$ cat config.mk
export PLATFORM = sky130hd
export DESIGN_NAME = branch_predict_ctrl_flat
export DESIGN_NICKNAME = d
export VERILOG_FILES = /design/src/rtl/branch_predict_ctrl_pkg.sv /design/src/rtl/branch_predict_ctrl_if.sv /design/src/rtl/branch_predict_ctrl_bht.sv /design/src/rtl/branch_predict_ctrl.sv /design/src/flat_wrapper.sv
export SDC_FILE = /design/constraint.sdc
export NUM_CORES = 1
export LEC_CHECK = 0
export BUFFER_PORTS_ARGS = -buffer_cell sky130_fd_sc_hd__buf_2
export CAP_MARGIN = 30
export CORE_MARGIN = 2
export CORE_UTILIZATION = 30
export CTS_CLUSTER_DIAMETER = 150
export DETAILED_ROUTE_END_ITERATION = 6
export PLACE_DENSITY = 0.66
export SYNTH_ARGS = -nofsm -noshare
export SYNTH_HDL_FRONTEND = slang
export SYNTH_SLANG_ARGS = --single-unit
$ cat constraint.sdc
create_clock -name CLK -period 2.7 [get_ports CLK]
set_input_delay 0.135 -clock CLK [delete_from_list [all_inputs] [get_ports CLK]]
set_output_delay 0.135 -clock CLK [all_outputs]
set_load 0.05 [all_outputs]
$ cat src/rtl/branch_predict_ctrl_pkg.sv
// Shared types for the branch predictor: 2-bit counter encodings, FSM states
// and the saturating counter step used by the BHT.
package branch_predict_ctrl_pkg;

  localparam int XLEN = 32;

  typedef enum logic [1:0] {
    SNT = 2'b00,
    WNT = 2'b01,
    WT  = 2'b10,
    ST  = 2'b11
  } bht_ctr_e;

  typedef enum logic {
    RUN    = 1'b0,
    SQUASH = 1'b1
  } state_e;

  // Saturating +1 / -1 on a 2-bit direction counter
  function automatic logic [1:0] ctr_step(input logic [1:0] c, input logic taken);
    logic [1:0] r;
    r = c;
    if (taken) begin
      if (c != ST) r = c + 2'd1;
    end else begin
      if (c != SNT) r = c - 2'd1;
    end
    return r;
  endfunction

endpackage

$ cat src/rtl/branch_predict_ctrl_if.sv
// Pipeline <-> branch controller bundle. master = pipeline side, slave = controller.
interface branch_predict_ctrl_if
  import branch_predict_ctrl_pkg::*;
  ();
  logic            stall;
  logic            id_valid;
  logic            id_is_btype;
  logic [XLEN-1:0] id_pc;
  logic [XLEN-1:0] id_target;
  logic            id_pred_taken;
  logic            ex_valid;
  logic            ex_is_btype;
  logic [XLEN-1:0] ex_pc;
  logic [XLEN-1:0] ex_target;
  logic            ex_taken;
  logic            ex_pred_taken;
  logic            redirect_valid;
  logic [XLEN-1:0] redirect_pc;
  logic            flush_ifid;
  logic            flush_idex;
  logic [XLEN-1:0] branch_cnt;
  logic [XLEN-1:0] mispred_cnt;

  modport master (
    output stall, id_valid, id_is_btype, id_pc, id_target,
           ex_valid, ex_is_btype, ex_pc, ex_target, ex_taken, ex_pred_taken,
    input  id_pred_taken, redirect_valid, redirect_pc, flush_ifid, flush_idex,
           branch_cnt, mispred_cnt
  );

  modport slave (
    input  stall, id_valid, id_is_btype, id_pc, id_target,
           ex_valid, ex_is_btype, ex_pc, ex_target, ex_taken, ex_pred_taken,
    output id_pred_taken, redirect_valid, redirect_pc, flush_ifid, flush_idex,
           branch_cnt, mispred_cnt
  );
endinterface

$ cat src/rtl/branch_predict_ctrl_bht.sv
// 2-bit saturating counter table: one combinational read port (ID) and one
// synchronous update port (EX). Reads return the pre-update value.
module bht_2bit
  import branch_predict_ctrl_pkg::*;
#(
  parameter int         ENTRIES  = 16,
  parameter int         IDX      = $clog2(ENTRIES),
  parameter logic [1:0] CNT_INIT = WNT
) (
  input  logic           clk,
  input  logic           rst_n,
  input  logic [IDX-1:0] rd_idx,
  output logic [1:0]     rd_ctr,
  input  logic           wr_en,
  input  logic [IDX-1:0] wr_idx,
  input  logic           wr_taken
);

  logic [ENTRIES-1:0][1:0] ctr_q, ctr_d;

  // Next-state table: only the trained entry moves
  always_comb begin
    ctr_d = ctr_q;
    if (wr_en) ctr_d[wr_idx] = ctr_step(ctr_q[wr_idx], wr_taken);
  end

  // Table state, every entry back to CNT_INIT on reset
  always_ff @(posedge clk or negedge rst_n) begin
    if (!rst_n) ctr_q <= {ENTRIES{CNT_INIT}};
    else        ctr_q <= ctr_d;
  end

  assign rd_ctr = ctr_q[rd_idx];

endmodule

$ cat src/rtl/branch_predict_ctrl.sv
// Conditional-branch direction predictor and redirect/flush sequencer.
// ID predicts from the BHT and redirects on predict-taken; EX resolves,
// redirects on mispredict, trains the BHT and counts branches/mispredicts.
module branch_predict_ctrl
  import branch_predict_ctrl_pkg::*;
#(
  parameter int BHT_ENTRIES = 16,
  parameter int CNT_INIT    = 1
) (
  input  logic                CLK,
  input  logic                RSTn,
  branch_predict_ctrl_if.slave bus
);

  localparam int IDX = $clog2(BHT_ENTRIES);

  state_e          state_q, state_d;
  logic [XLEN-1:0] branch_cnt_q, branch_cnt_d;
  logic [XLEN-1:0] mispred_cnt_q, mispred_cnt_d;

  logic [IDX-1:0]  id_idx, ex_idx;
  logic [1:0]      id_ctr;
  logic            id_pred;
  logic            ex_fire, mispred, id_redir;
  logic            redir_v, fl_ifid, fl_idex;
  logic [XLEN-1:0] redir_pc;

  assign id_idx = bus.id_pc[IDX+1:2];
  assign ex_idx = bus.ex_pc[IDX+1:2];

  bht_2bit #(
    .ENTRIES  (BHT_ENTRIES),
    .IDX      (IDX),
    .CNT_INIT (2'(CNT_INIT))
  ) u_bht (
    .clk      (CLK),
    .rst_n    (RSTn),
    .rd_idx   (id_idx),
    .rd_ctr   (id_ctr),
    .wr_en    (ex_fire),
    .wr_idx   (ex_idx),
    .wr_taken (bus.ex_taken)
  );

  // Prediction is not gated by stall or FSM state; it still follows the pipe
  assign id_pred  = RSTn & bus.id_valid & bus.id_is_btype & id_ctr[1];
  assign ex_fire  = RSTn & bus.ex_valid & bus.ex_is_btype & ~bus.stall & (state_q == RUN);
  assign mispred  = ex_fire & (bus.ex_taken != bus.ex_pred_taken);
  assign id_redir = id_pred & ~bus.stall & ~mispred & (state_q == RUN);

  // Redirect mux: EX mispredict outranks an ID predict-taken in the same cycle.
  // redirect_pc is held at 0 when no redirect is requested.
  always_comb begin
    redir_v  = 1'b0;
    redir_pc = '0;
    fl_ifid  = 1'b0;
    fl_idex  = 1'b0;
    if (mispred) begin
      redir_v  = 1'b1;
      redir_pc = bus.ex_taken ? bus.ex_target : bus.ex_pc + 32'd4;
      fl_ifid  = 1'b1;
      fl_idex  = 1'b1;
    end else if (id_redir) begin
      redir_v  = 1'b1;
      redir_pc = bus.id_target;
      fl_ifid  = 1'b1;
    end
  end

  // Next state: one SQUASH cycle after every mispredict; counters on resolve
  always_comb begin
    state_d       = mispred ? SQUASH : RUN;
    branch_cnt_d  = branch_cnt_q;
    mispred_cnt_d = mispred_cnt_q;
    if (ex_fire) branch_cnt_d  = branch_cnt_q + 32'd1;
    if (mispred) mispred_cnt_d = mispred_cnt_q + 32'd1;
  end

  // FSM and performance counters
  always_ff @(posedge CLK or negedge RSTn) begin
    if (!RSTn) begin
      state_q       <= RUN;
      branch_cnt_q  <= '0;
      mispred_cnt_q <= '0;
    end else begin
      state_q       <= state_d;
      branch_cnt_q  <= branch_cnt_d;
      mispred_cnt_q <= mispred_cnt_d;
    end
  end

  assign bus.id_pred_taken  = id_pred;
  assign bus.redirect_valid = redir_v;
  assign bus.redirect_pc    = redir_pc;
  assign bus.flush_ifid     = fl_ifid;
  assign bus.flush_idex     = fl_idex;
  assign bus.branch_cnt     = branch_cnt_q;
  assign bus.mispred_cnt    = mispred_cnt_q;

endmodule

$ cat src/flat_wrapper.sv
// flat-port wrapper written by rule: the top's interface ports become plain ports
module branch_predict_ctrl_flat import branch_predict_ctrl_pkg::*;
#(
  parameter int BHT_ENTRIES = 16,
  parameter int CNT_INIT    = 1
)
  (CLK, RSTn, bus_stall, bus_id_valid, bus_id_is_btype, bus_id_pc, bus_id_target, bus_ex_valid, bus_ex_is_btype, bus_ex_pc, bus_ex_target, bus_ex_taken, bus_ex_pred_taken, bus_id_pred_taken, bus_redirect_valid, bus_redirect_pc, bus_flush_ifid, bus_flush_idex, bus_branch_cnt, bus_mispred_cnt);
  branch_predict_ctrl_if bus_i ();
  input  logic CLK;
  input  logic RSTn;
  input wire logic [$bits(bus_i.stall)-1:0] bus_stall;
  input wire logic [$bits(bus_i.id_valid)-1:0] bus_id_valid;
  input wire logic [$bits(bus_i.id_is_btype)-1:0] bus_id_is_btype;
  input wire logic [$bits(bus_i.id_pc)-1:0] bus_id_pc;
  input wire logic [$bits(bus_i.id_target)-1:0] bus_id_target;
  input wire logic [$bits(bus_i.ex_valid)-1:0] bus_ex_valid;
  input wire logic [$bits(bus_i.ex_is_btype)-1:0] bus_ex_is_btype;
  input wire logic [$bits(bus_i.ex_pc)-1:0] bus_ex_pc;
  input wire logic [$bits(bus_i.ex_target)-1:0] bus_ex_target;
  input wire logic [$bits(bus_i.ex_taken)-1:0] bus_ex_taken;
  input wire logic [$bits(bus_i.ex_pred_taken)-1:0] bus_ex_pred_taken;
  output wire logic [$bits(bus_i.id_pred_taken)-1:0] bus_id_pred_taken;
  output wire logic [$bits(bus_i.redirect_valid)-1:0] bus_redirect_valid;
  output wire logic [$bits(bus_i.redirect_pc)-1:0] bus_redirect_pc;
  output wire logic [$bits(bus_i.flush_ifid)-1:0] bus_flush_ifid;
  output wire logic [$bits(bus_i.flush_idex)-1:0] bus_flush_idex;
  output wire logic [$bits(bus_i.branch_cnt)-1:0] bus_branch_cnt;
  output wire logic [$bits(bus_i.mispred_cnt)-1:0] bus_mispred_cnt;
  assign bus_i.stall = bus_stall;
  assign bus_i.id_valid = bus_id_valid;
  assign bus_i.id_is_btype = bus_id_is_btype;
  assign bus_i.id_pc = bus_id_pc;
  assign bus_i.id_target = bus_id_target;
  assign bus_i.ex_valid = bus_ex_valid;
  assign bus_i.ex_is_btype = bus_ex_is_btype;
  assign bus_i.ex_pc = bus_ex_pc;
  assign bus_i.ex_target = bus_ex_target;
  assign bus_i.ex_taken = bus_ex_taken;
  assign bus_i.ex_pred_taken = bus_ex_pred_taken;
  assign bus_id_pred_taken = bus_i.id_pred_taken;
  assign bus_redirect_valid = bus_i.redirect_valid;
  assign bus_redirect_pc = bus_i.redirect_pc;
  assign bus_flush_ifid = bus_i.flush_ifid;
  assign bus_flush_idex = bus_i.flush_idex;
  assign bus_branch_cnt = bus_i.branch_cnt;
  assign bus_mispred_cnt = bus_i.mispred_cnt;
  branch_predict_ctrl #(.BHT_ENTRIES(BHT_ENTRIES), .CNT_INIT(CNT_INIT)) u_core (.CLK(CLK), .RSTn(RSTn), .bus(bus_i));
endmodule
==> results.py <==
metrics = {
    "logic_synthesis": {
        "yosysSeqAreaShare_pct": 40.3,
        "synth_edf_count": 0,
        "synth_cell_types": 49,
        "synth_top_flop_cell": "dfrtp_1",
        "yosys-top-cells-count": "95 x nand2_1, 81 x dfrtp_1, 47 x xnor2_1",
        "synth_top_area_share_pct": 33.3,
        "syn-num-nets": 775,
        "synthTopCellsByArea": "dfrtp_1 33%, dfstp_2 6.9%, xnor2_1 6.8%",
        "yosysTopAreaCell": "dfrtp_1",
        "ys_ff_latch": 97,
        "ys.warnings.count": 0,
        "synthArstFlopShare_pct": 100,
        "syn_area_per_cell_um2": 9.62,
        "synth_cells": 632,
        "yosysMostFrequentCell": "nand2_1",
        "synthesis.area_um2": 6080,
    },
    "placement": {
        "dpl.hpwl_um": 14200,
        "io_buffers": 208,
        "gp_congestion": 0.844,
        "place_area_um2": 7550,
    },
    "floorplan": {
        "dieArea_um2": 21400,
        "core_area_um2": 20000,
        "die_x_um": 146,
        "placementRows": 52,
        "pin_count": 237,
        "start_util_pct": 30.3,
        "die_h_um": 146,
    },
    "worst_setup_path": {
        "cp_top_family": "multiplexers",
        "regToRegSetupSlack_ns": 0.30,
        "cp_cell_sequence": "mux4_2 > mux2i_1 > a2111oi_0 > buf_4 > o21ai_2 > buf_12 > o21ai_0 > buf_2",
        "path_max_fanout": 33,
        "worstPathBufferInverterCount": 3,
        "worstPathRequired_ns": 2.57,
        "critPathCaptureType": "primary output",
        "cpPeakStageDelay_ns": 0.47,
        "cp-start-kind": "flop",
        "cp_data_arrival_time_ns": 2.42,
        "criticalPathCategory": "flop to primary output",
        "critPathSlowestCell": "mux4_2",
    },
    "cts": {
        "cts.sinks": 97,
        "ctsRootBufferMaster": "clkbuf_16",
        "cts_tree": "done",
        "clk_path_buf_depth": 2,
        "h-tree-depth": 3,
        "clk_pin_slew_worst_paths_ns": 0.07,
        "insertion_delay_ns": 0.36,
        "numCtsBuffers": 9,
    },
    "detailed_routing": {
        "antenna_left": 0,
        "vias_per_cell": 5.08,
        "drt-initial-drc-count": 355,
        "drcViolationCount": 0,
        "totalWireLength_um": 18600,
        "dr.pass1.iters": 5,
        "vias": 5679,
        "post_drt_wl_per_cell_um": 16.6,
    },
    "cells_and_area": {
        "post-route-util_pct": 39.4,
        "final_cell_area_um2": 7890,
        "fin_nets": 984,
        "syn_to_final_growth_pct": 29.9,
        "nFillCells": 2050,
        "layout-drive-gt1-share_pct": 38.2,
    },
    "sta": {
        "maxSlewViolCount": 0,
        "tightest_slew_ns": 0.825,
        "hold_viol_final": 0,
        "rsz0062_at_grt": "yes",
        "fmax_mhz": 392,
        "max_slew_margin_pct": 45.0,
        "fin_crit_ns": 2.55,
        "fin_crit_sh_pct": 94.5,
        "skew_ns": 0.00795,
        "finalSetupViolations": 0,
    },
    "global_routing": {
        "first_global_vias": 5472,
        "grt_pass1_wl_um": 29300,
        "track_usage_pct": 17.2,
        "grt-ovfl-total": 0,
        "grt_antenna_before_repair": 2,
        "grt_max_degree": 66,
    },
    "hold_path": {
        "hp-class": "input port to flop",
    },
    "power": {
        "power.density_nw_per_um2": 456,
        "power_mw": 3.60,
        "power.leakage_nw": 3.87,
        "vdd_drop_max_mv": 0.296,
    },
    "status": {
        "outcome": "completed",
    },
    "run": {
        "drv_cap": 0,
    },
}
-- registers in the layout, summed over array words and instances (netlist names) --
register                count
u_core.bus.branch_cnt      32
u_core.bus.mispred_cnt     32
u_core.state_q              1
u_core.u_bht.ctr_q         32
-- cell type report --
| cell class | count | area (um^2) | area share, % |
|---|---|---|---|
| sequential | 97 | 2450 | 31.0 |
| antenna | 2 | 5.00 | 0.0634 |
| inverter | 14 | 52.6 | 0.666 |
| timing repair buffer | 231 | 1240 | 15.7 |
| multi-input combinational | 488 | 3510 | 44.4 |
| clock buffer | 11 | 264 | 3.34 |
| tap | 270 | 338 | 4.28 |
| clock inverter | 5 | 42.5 | 0.539 |
-- cell families (layout without fill, tap and decap cells) --
family	Yosys count	in the layout	share of synthesized area, %
compound gates	74	74	8.42
xor+xnor	73	73	10.5
fa+ha+maj	8	8	1.61
buf+inv	47	261	3.33
flops	97	97	40.3
mux	58	58	12.7
other cells	0	2	0
simple gates	275	275	23.2
-- worst paths after layout --
kind	start	to	cells after the start
max	u_core.u_bht.ctr_q[15]	bus_redirect_pc[28]	8
max reg2reg	u_core.state_q	u_core.bus.branch_cnt[30]	5
min in group asynchronous	RSTn	u_core.u_bht.ctr_q[5]	3
max in group asynchronous	RSTn	u_core.bus.mispred_cnt[17]	3
min reg2reg	u_core.bus.mispred_cnt[31]	u_core.bus.mispred_cnt[31]	1
min	bus_ex_valid	u_core.bus.branch_cnt[0]	3
-- stage by stage --
step | setup slack (ns) | cells | setup TNS, ns | hold WS [ns]
after floorplan | -0.497 | 632 | -0.994 | -0.161
after global placement | 0.295 | 1099 | 0 | 0.290
after detailed placement | 0.282 | 1099 | 0 | 0.299
after CTS | 0.0773 | 1116 | 0 | 0.253
after global routing | -0.0585 | 1117 | -0.146 | 0.229
final | 0.149 | 1118 | 0 | 0.219
-- repair_timing --
item                       4_1_cts  5_1_grt
setup endpoints to repair        0       12
setup buffers                    0        0
gates resized for setup          0        8
hold endpoints to repair        16        0
hold buffers                     1        0
-- metal layers --
layer	routed length, um	global-route usage, %
met1	8500	23.2
met4	220	3.79
met2	8820	28.0
met5	0	0
met3	1060	4.34
-- worst min-delay path: stages --
cell,delay [ns]
buf_2,0.12
nand2_2,0.19
xnor2_1,0.09
-- power by group --
group          total (mW)  switching, mW  internal (mW)
sequential           1.59         0.0617           1.53
clock                1.33          0.605          0.720
combinational       0.682          0.448          0.234
-- placed cells by master (no fill, tap or decap), drive strengths merged, types with 12 or more instances in the layout --
master | synthesis | final
mux2 | 32 | 32
xor2 | 26 | 26
o22ai | 21 | 21
nor4 | 18 | 18
nand3 | 33 | 33
xnor2 | 47 | 47
mux4 | 12 | 12
inv | 13 | 16
and4 | 15 | 15
nand2 | 95 | 95
and3 | 14 | 14
nand4 | 26 | 26
dfstp | 16 | 16
mux2i | 14 | 14
o21ai | 13 | 13
nor2 | 22 | 22
nor3 | 26 | 26
buf | 10 | 229
clkbuf | 23 | 12
dfrtp | 81 | 81
(Power assumes the default switching activity.)
